[src/rtl/uv_exu_rsb.sv]
// rtl/uv_exu_rsb.sv - execute-stage result buffer: 2-entry skid, branch resolve, writeback handshake
// Optional macro UV_EXU_RSB_FWD_EN adds fwd0_*/fwd1_* bypass ports from the main/skid entries.
module uv_exu_rsb #(
    parameter int ALU_DW = 32,
    parameter int RID_W  = 5,
    parameter int PC_W   = 32
) (
    input  logic              clk,
    input  logic              rst,
    input  logic              flush,
    input  logic              in_vld,
    output logic              in_rdy,
    input  logic [ALU_DW-1:0] in_res,
    input  logic              in_cmp_eq,
    input  logic              in_cmp_ne,
    input  logic              in_cmp_lt,
    input  logic              in_cmp_ge,
    input  logic [2:0]        in_br_typ,
    input  logic [PC_W-1:0]   in_br_tgt,
    input  logic              in_rd_wr,
    input  logic [RID_W-1:0]  in_rd_idx,
    output logic              out_vld,
    input  logic              out_rdy,
    output logic [ALU_DW-1:0] out_res,
    output logic              out_rd_wr,
    output logic [RID_W-1:0]  out_rd_idx,
    output logic              br_red,
    output logic [PC_W-1:0]   br_pc
`ifdef UV_EXU_RSB_FWD_EN
    ,
    output logic              fwd0_vld,
    output logic [RID_W-1:0]  fwd0_idx,
    output logic [ALU_DW-1:0] fwd0_res,
    output logic              fwd1_vld,
    output logic [RID_W-1:0]  fwd1_idx,
    output logic [ALU_DW-1:0] fwd1_res
`endif
);

    logic              m_vld_q, m_vld_d, s_vld_q, s_vld_d;
    logic [ALU_DW-1:0] m_res_q, m_res_d, s_res_q, s_res_d;
    logic              m_rd_wr_q, m_rd_wr_d, s_rd_wr_q, s_rd_wr_d;
    logic [RID_W-1:0]  m_rd_idx_q, m_rd_idx_d, s_rd_idx_q, s_rd_idx_d;
    logic              in_rdy_q, in_rdy_d;
    logic              br_red_q, br_red_d;
    logic [PC_W-1:0]   br_pc_q, br_pc_d;
    logic              acc, pop, taken;

    assign acc = in_vld & in_rdy_q;
    assign pop = m_vld_q & out_rdy;
    assign taken = ((in_br_typ == 3'd1) & in_cmp_eq) | ((in_br_typ == 3'd2) & in_cmp_ne) |
                   ((in_br_typ == 3'd3) & in_cmp_lt) | ((in_br_typ == 3'd4) & in_cmp_ge);

    always_comb begin
        m_vld_d    = m_vld_q;
        m_res_d    = m_res_q;
        m_rd_wr_d  = m_rd_wr_q;
        m_rd_idx_d = m_rd_idx_q;
        s_vld_d    = s_vld_q;
        s_res_d    = s_res_q;
        s_rd_wr_d  = s_rd_wr_q;
        s_rd_idx_d = s_rd_idx_q;
        br_red_d   = 1'b0;
        br_pc_d    = br_pc_q;
        if (flush) begin
            m_vld_d = 1'b0;
            s_vld_d = 1'b0;
        end else begin
            // Retire M first; an entry waiting in S slides forward.
            if (pop) begin
                if (s_vld_q) begin
                    m_res_d    = s_res_q;
                    m_rd_wr_d  = s_rd_wr_q;
                    m_rd_idx_d = s_rd_idx_q;
                    s_vld_d    = 1'b0;
                end else begin
                    m_vld_d = 1'b0;
                end
            end
            // New result lands in M if it is free after the pop, else in S.
            if (acc) begin
                if (!m_vld_d) begin
                    m_vld_d    = 1'b1;
                    m_res_d    = in_res;
                    m_rd_wr_d  = in_rd_wr;
                    m_rd_idx_d = in_rd_idx;
                end else begin
                    s_vld_d    = 1'b1;
                    s_res_d    = in_res;
                    s_rd_wr_d  = in_rd_wr;
                    s_rd_idx_d = in_rd_idx;
                end
                br_red_d = taken;
                if (taken) br_pc_d = in_br_tgt;
            end
        end
        in_rdy_d = ~s_vld_d;
    end

    always_ff @(posedge clk or posedge rst) begin
        if (rst) begin
            m_vld_q    <= 1'b0;
            m_res_q    <= '0;
            m_rd_wr_q  <= 1'b0;
            m_rd_idx_q <= '0;
            s_vld_q    <= 1'b0;
            s_res_q    <= '0;
            s_rd_wr_q  <= 1'b0;
            s_rd_idx_q <= '0;
            in_rdy_q   <= 1'b1;
            br_red_q   <= 1'b0;
            br_pc_q    <= '0;
        end else begin
            m_vld_q    <= m_vld_d;
            m_res_q    <= m_res_d;
            m_rd_wr_q  <= m_rd_wr_d;
            m_rd_idx_q <= m_rd_idx_d;
            s_vld_q    <= s_vld_d;
            s_res_q    <= s_res_d;
            s_rd_wr_q  <= s_rd_wr_d;
            s_rd_idx_q <= s_rd_idx_d;
            in_rdy_q   <= in_rdy_d;
            br_red_q   <= br_red_d;
            br_pc_q    <= br_pc_d;
        end
    end

    assign in_rdy     = in_rdy_q;
    assign out_vld    = m_vld_q;
    assign out_res    = m_res_q;
    assign out_rd_wr  = m_rd_wr_q & (m_rd_idx_q != '0);
    assign out_rd_idx = m_rd_idx_q;
    assign br_red     = br_red_q;
    assign br_pc      = br_pc_q;

`ifdef UV_EXU_RSB_FWD_EN
    assign fwd0_vld = m_vld_q & m_rd_wr_q & (m_rd_idx_q != '0);
    assign fwd0_idx = m_rd_idx_q;
    assign fwd0_res = m_res_q;
    assign fwd1_vld = s_vld_q & s_rd_wr_q & (s_rd_idx_q != '0);
    assign fwd1_idx = s_rd_idx_q;
    assign fwd1_res = s_res_q;
`endif

endmodule

[config.mk]
export PLATFORM = sky130hd
export DESIGN_NAME = uv_exu_rsb
export DESIGN_NICKNAME = d
export VERILOG_FILES = /design/src/rtl/uv_exu_rsb.sv
export SDC_FILE = /design/constraint.sdc
export NUM_CORES = 1
export LEC_CHECK = 0
export CAP_MARGIN = 40
export CELL_PAD_IN_SITES_DETAIL_PLACEMENT = 0
export CELL_PAD_IN_SITES_GLOBAL_PLACEMENT = 1
export CORE_AREA = 10 10 96 161
export DETAILED_ROUTE_END_ITERATION = 8
export DIE_AREA = 0 0 106 171
export PLACE_DENSITY = 0.82
export SLEW_MARGIN = 30
export SYNTH_ARGS = -nofsm -noshare
export SYNTH_HDL_FRONTEND = slang
export SYNTH_SLANG_ARGS = --single-unit
[constraint.sdc]
create_clock -name clk -period 4.5 [get_ports clk]
set_input_delay 0.45 -clock clk [delete_from_list [all_inputs] [get_ports clk]]
set_output_delay 0.45 -clock clk [all_outputs]
set_load 0.01 [all_outputs]
; ---- Yosys cells after proc, flatten, opt, wreduce, memory -nomap -nowiden
; Cells that the tools add are included.
[totals]
regBits = 112
wordCells = 53
input_bits = 82
output_inout_bits = 73
[op_classes]
n_reduce_logical = 3
bitwise_logic = 12
n_eq_ne = 4
muxes = 23
[op_table]
columns = op, n
row1 = two-way mux 32 bit, 4
row2 = two-way mux 5 bit, 4
row3 = two-way mux 1 bit, 15
row4 = bitwise AND 1 bit, 7
row5 = "== test 3 x 2 -> 1 bit, second input constant", 2
row6 = AND reduction 3 bit, 2
row7 = nonzero test 5 bit, 1
row8 = "== test 3 x 1 -> 1 bit, second input constant", 1
row9 = "== test 3 bit, second input constant", 1
row10 = OR 1 bit, 3
row11 = NOT 1 bit, 2

; ---- Logic depth before layout (Yosys ltp)
; Gate-level depths: netlist of run 1.
[depth]
ltp_word = 7
depth_mapped = 6
depth_no_buf = 4

; ---- Worst setup path after synthesis of run 1
; No wires, ideal clock.
[synth_timing]
kind = input-to-reg
startpoint = input port in_br_typ[1]
endpoint = register br_pc_q[0], in the netlist br_pc[0]
path_stages = 5
setup_ns = 0.125
path_buffers = 1
t_arrival_ns = 1.656
path_slack_ns = 2.718
t_required_ns = 4.375
cell_sequence = and4bb_1 a31oi_1 a211oi_4 buf_6 mux2_4
[synth_via]
elab_chain_cells = 6
word_cells_on_any_way = 12
cone_classes = 4 x eq/ne / 7 x bitwise / 1 x reduce/logical
[synth_lines]
columns = item, line
row1 = from (decl), 18  ; input logic [2:0] in_br_typ,
row2 = == test 3 x 1 -> 1 bit / == test 3 x 2 -> 1 bit (equally long branches), 51  ; assign taken = ((in_br_typ == 3'd1) & in_cmp_eq) | ((in_br_typ == 3'd2) & in_cmp_ne) |
row3 = bitwise AND 1 bit, 51
row4 = OR 1 bit (2 in a row), 51
row5 = OR 1 bit (*), 52  ; ((in_br_typ == 3'd3) & in_cmp_lt) | ((in_br_typ == 3'd4) & in_cmp_ge);
row6 = AND reduction 3 bit (no line) (*), n/a
row7 = to (signal assigned), 124  ; br_pc_q <= br_pc_d;
row8 = to (decl), 46  ; logic [PC_W-1:0] br_pc_q, br_pc_d;
; Mark *: on every way between the ends. The rest lies on a longest branch, timed or not.
; A chain may end at the register's enable or synchronous reset.

; ---- Final worst setup path of run 1
[layout_timing]
startpoint = register m_rd_idx_q[1], in the netlist out_rd_idx[1]
endpoint = output port out_rd_wr
[layout_via]
elab_chain_cells = 2
[layout_lines]
columns = item, line
row1 = from (decl), 43  ; logic [RID_W-1:0] m_rd_idx_q, m_rd_idx_d, s_rd_idx_q, s_rd_idx_d;
row2 = from (signal assigned), 117  ; m_rd_idx_q <= m_rd_idx_d;
row3 = nonzero test 5 bit, 131  ; assign out_rd_wr = m_rd_wr_q & (m_rd_idx_q != '0);
row4 = bitwise AND 1 bit, 131
row5 = to (decl), 25  ; output logic out_rd_wr,
; Every way passes these cells.

==> reports/metrics.yaml, run 1 <==
yosysSeqAreaShare: 0.623
die_height_um: 171
regArea_um2: 2800
portBuffers: 154
hold_violations: 0
r2r_cells: 5
yosysWarnings: 0
synth_top_family_by_area: "multiplexers"
synth_ff_type: "dfrtp_1"
final_cell_mix: "clkdlybuf4s50_1, dfrtp_1, mux2_2"
boundaryPins: 155
synthSimpleGateAreaFrac: 0.0161
syn_area_um2: 4500
row_count: 55
relSlewSlack: 0.681
regToRegSetupSlack_ns: 2.49
critPathRequiredTime_ns: 4.05
route.detailed.wl_per_inst_um: 18.7
finalSetupTns_ns: 0
path_cells: "or4_1 > o21a_1 > clkdlybuf4s50_1"
p_int_mw: 2.26
worst_pin_slew_ns: 0.477
drc: 0
nNetsFinal: 539
synth_xor_area_frac: 0
routed_wl_mm: 11.8
ys_async_sr_fraction: 1.00
switching_power_mw: 0.778
grt.overflow.total: 0
worst_clock_skew_ns: 0.00583
p_leak_nw: 2.96
path_clk_slew_ns: 0.07
path_depth: 3
outcome: "completed"
die_area_um2: 18100
start_util: 0.352
ys_ff_latch: 112
first_global_vias: 3645
fp.dieW_um: 106
synthAdderAreaFrac: 0
maxSlewViolCount: 0
cts_htree_levels: 3
period_needed_ns: 2.38
worst_setup_path_start_kind: "flop"
hold_buffers: 0
path_delay_family: "simple AND/OR/NAND/NOR gates"
cts_sinks: 112
post_cts_resized: 0
yosysUniqueCellTypes: 25
area_growth_pct: 46.9
core_um2: 12800
power.share.clock: 0.270
cp-startpoint: "out_rd_idx[1]"
synth_edf_count: 0
swShare: 0.256
endpoint: "out_rd_wr"
arrival_ns: 1.93
layoutNonFillerInstCount: 633
dp_cells: 616
dp_hpwl_mm: 8.71
cts_buffers: 9
grt_usage: 0.130
post-cts-setup-buffer-count: 0
clock.fmax_ghz: 0.420
p_comb_frac: 0.271
insertion_delay_ns: 0.33
layout_commonest_cell: "clkdlybuf4s50_1"
period_share: 0.529
multiInputGateArea_um2: 1450
clockBufferDepth: 2
crit_path_top_delay_cell: "or4_1"
root_buffer: "clkbuf_16"
ir_worst_vdd_mv: 0.260
criticalPathCategory: "reg -> out"
antenna_found_initial: 0
synthCells: 302
reg2reg_to: "out_res[30]"
power_frac_seq: 0.460
max_cap_violations: 0
critical-path-max-stage-delay_ns: 0.53
drive_above_1_share: 0.219
firstDrtPassIters: 5
cp_max_fo: 3
crit_path_end_kind: "output port"
grt_start_max_net_pins: 47
rsz0062_at_grt: "no"
drtIter0Drc: 197
synth_nets: 384
postPlaceCellArea_um2: 6280
crit_buf_inv: 1
cts_tree: "built"
synth_compound_area_frac: 0.100
finalPower_mw: 3.04
place_congestion: 0.701
p_per_area_nw_per_um2: 459
synth_mux_area_frac: 0.202
antenna_left: 0
reg2reg_from: "in_rdy"
insertedDiodeCount: 0
routed_via_density: 4.94
fillCellCount: 1139
min_path_type: "in -> async"
fin_area_um2: 6610
postSynthAreaPerCell_um2: 14.9
grt_pass1_wl_mm: 19.1
setup_violations: 0
post-route-util: 0.516
route.vias.total: 3130
-- worst min-delay path by stage --
stage,depth (start not counted),end,slack (ns),startpoint
after floorplan,2,out_res[30],0.45,s_res_q[30]
after global placement,2,out_res[30],0.46,s_res_q[30]
after detailed placement,2,out_res[30],0.48,s_res_q[30]
after CTS,2,br_pc[22],0.49,rst
after global routing,2,br_pc[14],0.52,rst
final,2,br_pc[22],0.49,rst
-- cell type report --
| cell class | count | share of cell area |
|---|---|---|
| inverter | 41 | 0.0237 |
| clock inverter | 4 | 0.00909 |
| timing repair buffer | 163 | 0.252 |
| multi-input combinational | 130 | 0.220 |
| sequential | 112 | 0.424 |
| clock buffer | 12 | 0.0388 |
| tap | 171 | 0.0324 |
-- registers in the layout, indices dropped and copies added (netlist names) --
signal      cells
in_rdy          1
s_rd_wr_q       1
br_pc          32
s_res_q        32
out_res        32
out_vld         1
br_red          1
s_rd_idx_q      5
out_rd_idx      5
m_rd_wr_q       1
s_vld_q         1
-- synth_stat cells, drive strengths merged, types with 2 or more instances --
cell type,count,area [um2]
mux2,71,908
a222oi,38,380
dfrtp,111,2780
a211oi,2,27.5
a31oi,2,12.5
nand2,5,18.8
buf,16,97.6
nor2,2,7.51
inv,41,154
clkbuf,3,11.3
-- stage by stage --
step                hold WS [ns]  setup WS [ns]
floorplan                  0.452           1.09
global placement           0.460           1.59
detailed placement         0.476           1.51
CTS                        0.495           1.88
global route               0.518           2.02
finish                     0.487           2.12
-- cells by family (layout without fill, tap and decap cells) --
family                 count (synthesis)  count (layout)
buffers and inverters                 60             220
multiplexers                          71              71
flip-flops                           112             112
AND/OR/NAND/NOR                       13              13
AO/OA/AOI/OAI                         46              46
-- power by group through the flow --
stage	logic [mW]	clock network, mW	registers [mW]
floorplan	0.316	0	1.45
global placement	0.811	0	1.40
detailed placement	0.840	0	1.41
CTS	0.841	0.849	1.40
global route	0.890	0.884	1.43
finish	0.821	0.819	1.39
-- layer usage --
metal | routed length [um] | part of all wire | track usage
met2 | 6280 | 0.53 | 0.227
met5 | 0 | 0 | 0
met1 | 4380 | 0.37 | 0.141
met3 | 1080 | 0.092 | 0.0557
met4 | 76 | 0.0064 | 0.0337
No activity file was read; power rests on OpenSTA's default activity.
==> run 2: changes to the inputs <==
--- a/config.mk
+++ b/config.mk
@@ -8,10 +8,10 @@
 export CAP_MARGIN = 40
 export CELL_PAD_IN_SITES_DETAIL_PLACEMENT = 0
 export CELL_PAD_IN_SITES_GLOBAL_PLACEMENT = 1
-export CORE_AREA = 10 10 96 161
+export CORE_AREA = 10 10 101 170
 export DETAILED_ROUTE_END_ITERATION = 8
-export DIE_AREA = 0 0 106 171
-export PLACE_DENSITY = 0.82
+export DIE_AREA = 0 0 111 180
+export PLACE_DENSITY = 0.77
 export SLEW_MARGIN = 30
 export SYNTH_ARGS = -nofsm -noshare
 export SYNTH_HDL_FRONTEND = slang
==> constraint.sdc (replaced) <==
create_clock -name clk -period 2 [get_ports clk]
set_input_delay 0.2 -clock clk [delete_from_list [all_inputs] [get_ports clk]]
set_output_delay 0.2 -clock clk [all_outputs]
set_load 0.01 [all_outputs]
==> reports/metrics.yaml, run 2 (synthesis results as in run 1) <==
outcome: "completed"
criticalPathCategory: "reg -> out"
area_growth_pct: 48.1
critPathRequiredTime_ns: 1.80  # -2.25 ns
path_cells: "or4_4 > o21a_1 > clkdlybuf4s15_1"
fillCellCount: 1270  # +12%
path_clk_slew_ns: 0.07  # about the same
final_cell_mix: "clkdlybuf4s50_1, dfrtp_1, mux2_2"
finalPower_mw: 6.82  # +120%
worst_pin_slew_ns: 0.584  # +0.106 ns
period_needed_ns: 1.89
p_leak_nw: 2.98  # +0.62%
firstDrtPassIters: 5  # unchanged
cts_sinks: 112  # unchanged
holdWs_ns: 0.376  # -0.111 ns
fin_area_um2: 6660  # +0.80%
routed_via_density: 4.87  # -1.6%
layoutNonFillerInstCount: 645  # +1.9%
root_buffer: "clkbuf_16"
core_um2: 14300  # +12%
worst_setup_path_start_kind: "flop"
grt_pass1_wl_mm: 19.7  # +2.7%
grt_usage: 0.120  # -0.0103
ir_worst_vdd_mv: 0.431  # +66%
rsz0062_at_grt: "no"
grt_start_max_net_pins: 113  # +140%
setup_violations: 0  # unchanged
drc: 0  # unchanged
place_congestion: 0.703  # +0.29%
crit_path_top_delay_cell: "or4_4"
antenna_found_initial: 0  # unchanged
post-route-util: 0.466  # -0.0504
arrival_ns: 1.69  # -0.24 ns
route.detailed.wl_per_inst_um: 18.8  # +0.51%
critical-path-max-stage-delay_ns: 0.53  # about the same
relSlewSlack: 0.611  # -0.0700
first_global_vias: 3514  # -3.6%
layout_commonest_cell: "clkdlybuf4s50_1"
period_share: 0.946
p_per_area_nw_per_um2: 1020  # +120%
row_count: 58  # +5.5%
fp.dieW_um: 111  # +4.7%
crit_path_end_kind: "output port"
dp_hpwl_mm: 8.52  # -2.1%
hold_violations: 0  # unchanged
pre_cts_ws_ns: -0.0800  # -1.59 ns
maxSlewViolCount: 0  # unchanged
insertedDiodeCount: 0  # unchanged
cts_tree: "built"
min_path_type: "in -> async"
clock.fmax_ghz: 0.528
regToRegSetupSlack_ns: 0.24  # -2.25 ns
insertion_delay_ns: 0.34  # about the same
die_height_um: 180  # +5.3%
drtIter0Drc: 196  # -0.51%
finalSetupTns_ns: 0  # unchanged
max_cap_violations: 0  # unchanged
postPlaceCellArea_um2: 6340  # +0.92%
routed_wl_mm: 12.1  # +2.4%
boundaryPins: 155  # unchanged
grt.overflow.total: 0  # unchanged
start_util: 0.315  # -0.0368
die_area_um2: 20000  # +10%
cts_htree_levels: 3  # unchanged
clockBufferDepth: 2  # unchanged
dp_cells: 628  # +1.9%
antenna_left: 0  # unchanged
r2r_cells: 5  # unchanged
drive_above_1_share: 0.228  # +0.00934
worst_clock_skew_ns: 0.00759  # +0.00176 ns
cts_buffers: 9  # unchanged
portBuffers: 154  # unchanged
route.vias.total: 3138  # +0.26%
nNetsFinal: 543  # +0.74%
cp_max_fo: 3  # unchanged
fin_ws_ns: 0.108  # -2.01 ns
-- run 2: cell count changes in the layout (fill, tap and decap cells not counted), sizes merged --
cell           before  now
clkdlybuf4s50     154  153
clkinv              0    3
buf                 9   13
clkbuf             12   10
clkdlybuf4s15       0    1
inv                43   41
-- run 2: worst paths after layout --
kind | from | endpoint
setup / recovery | out_rd_idx[1] | out_rd_wr
min in group clk | in_br_tgt[24] | br_pc[24]
setup reg to reg | in_rdy | out_res[30]
hold reg to reg | out_res[20] | out_res[20]
hold / removal | rst | out_res[31]
max in group asynchronous | rst | s_rd_idx_q[4]
-- run 2: where the power goes --
part           leakage (nW)  total [mW]  internal (mW)  switching [mW]
registers              1.37        3.13           2.81           0.318
logic                  1.46        1.87           1.22           0.647
clock network         0.149        1.82           1.01           0.808
total                  2.98        6.82           5.05            1.77
-- run 2: metal layers --
layer | share of wire | global-route usage | vias to the layer above
li1 | - | - | 1424
met1 | 0.38 | 0.129 | 1590
met2 | 0.53 | 0.212 | 112
met3 | 0.074 | 0.0440 | 12
met4 | 0.011 | 0.0392 | 0
met5 | 0 | 0 | -
-- run 2: worst max-delay path: cells and delay by family, from the launching register on --
kind	cells	cell delay (ns)
buffers and inverters	1	0.23
DFF	1	0.40
AOI/OAI and AO/OA	1	0.19
and+or+nand+nor	1	0.53
-- run 2: repair_timing --
| action | 4_1_cts | 5_1_grt |
|---|---|---|
| setup endpoints to repair | 1 | 1 |
| gates resized for setup | 1 | 2 |
| endpoints found under the hold margin | 0 | 0 |
| hold buffers | 0 | 0 |
| buffers inserted | 0 | 2 |
-- run 2: final cells by class --
cell class / instances / area, um2 / area share
clock inverters: 5 / 65.1 / 0.00977
well taps: 180 / 225 / 0.0338
multi-input cells: 130 / 1460 / 0.219
clock buffers: 10 / 239 / 0.0359
repair buffers: 167 / 1710 / 0.257
flip-flops and latches: 112 / 2800 / 0.421
inverters: 41 / 158 / 0.0237
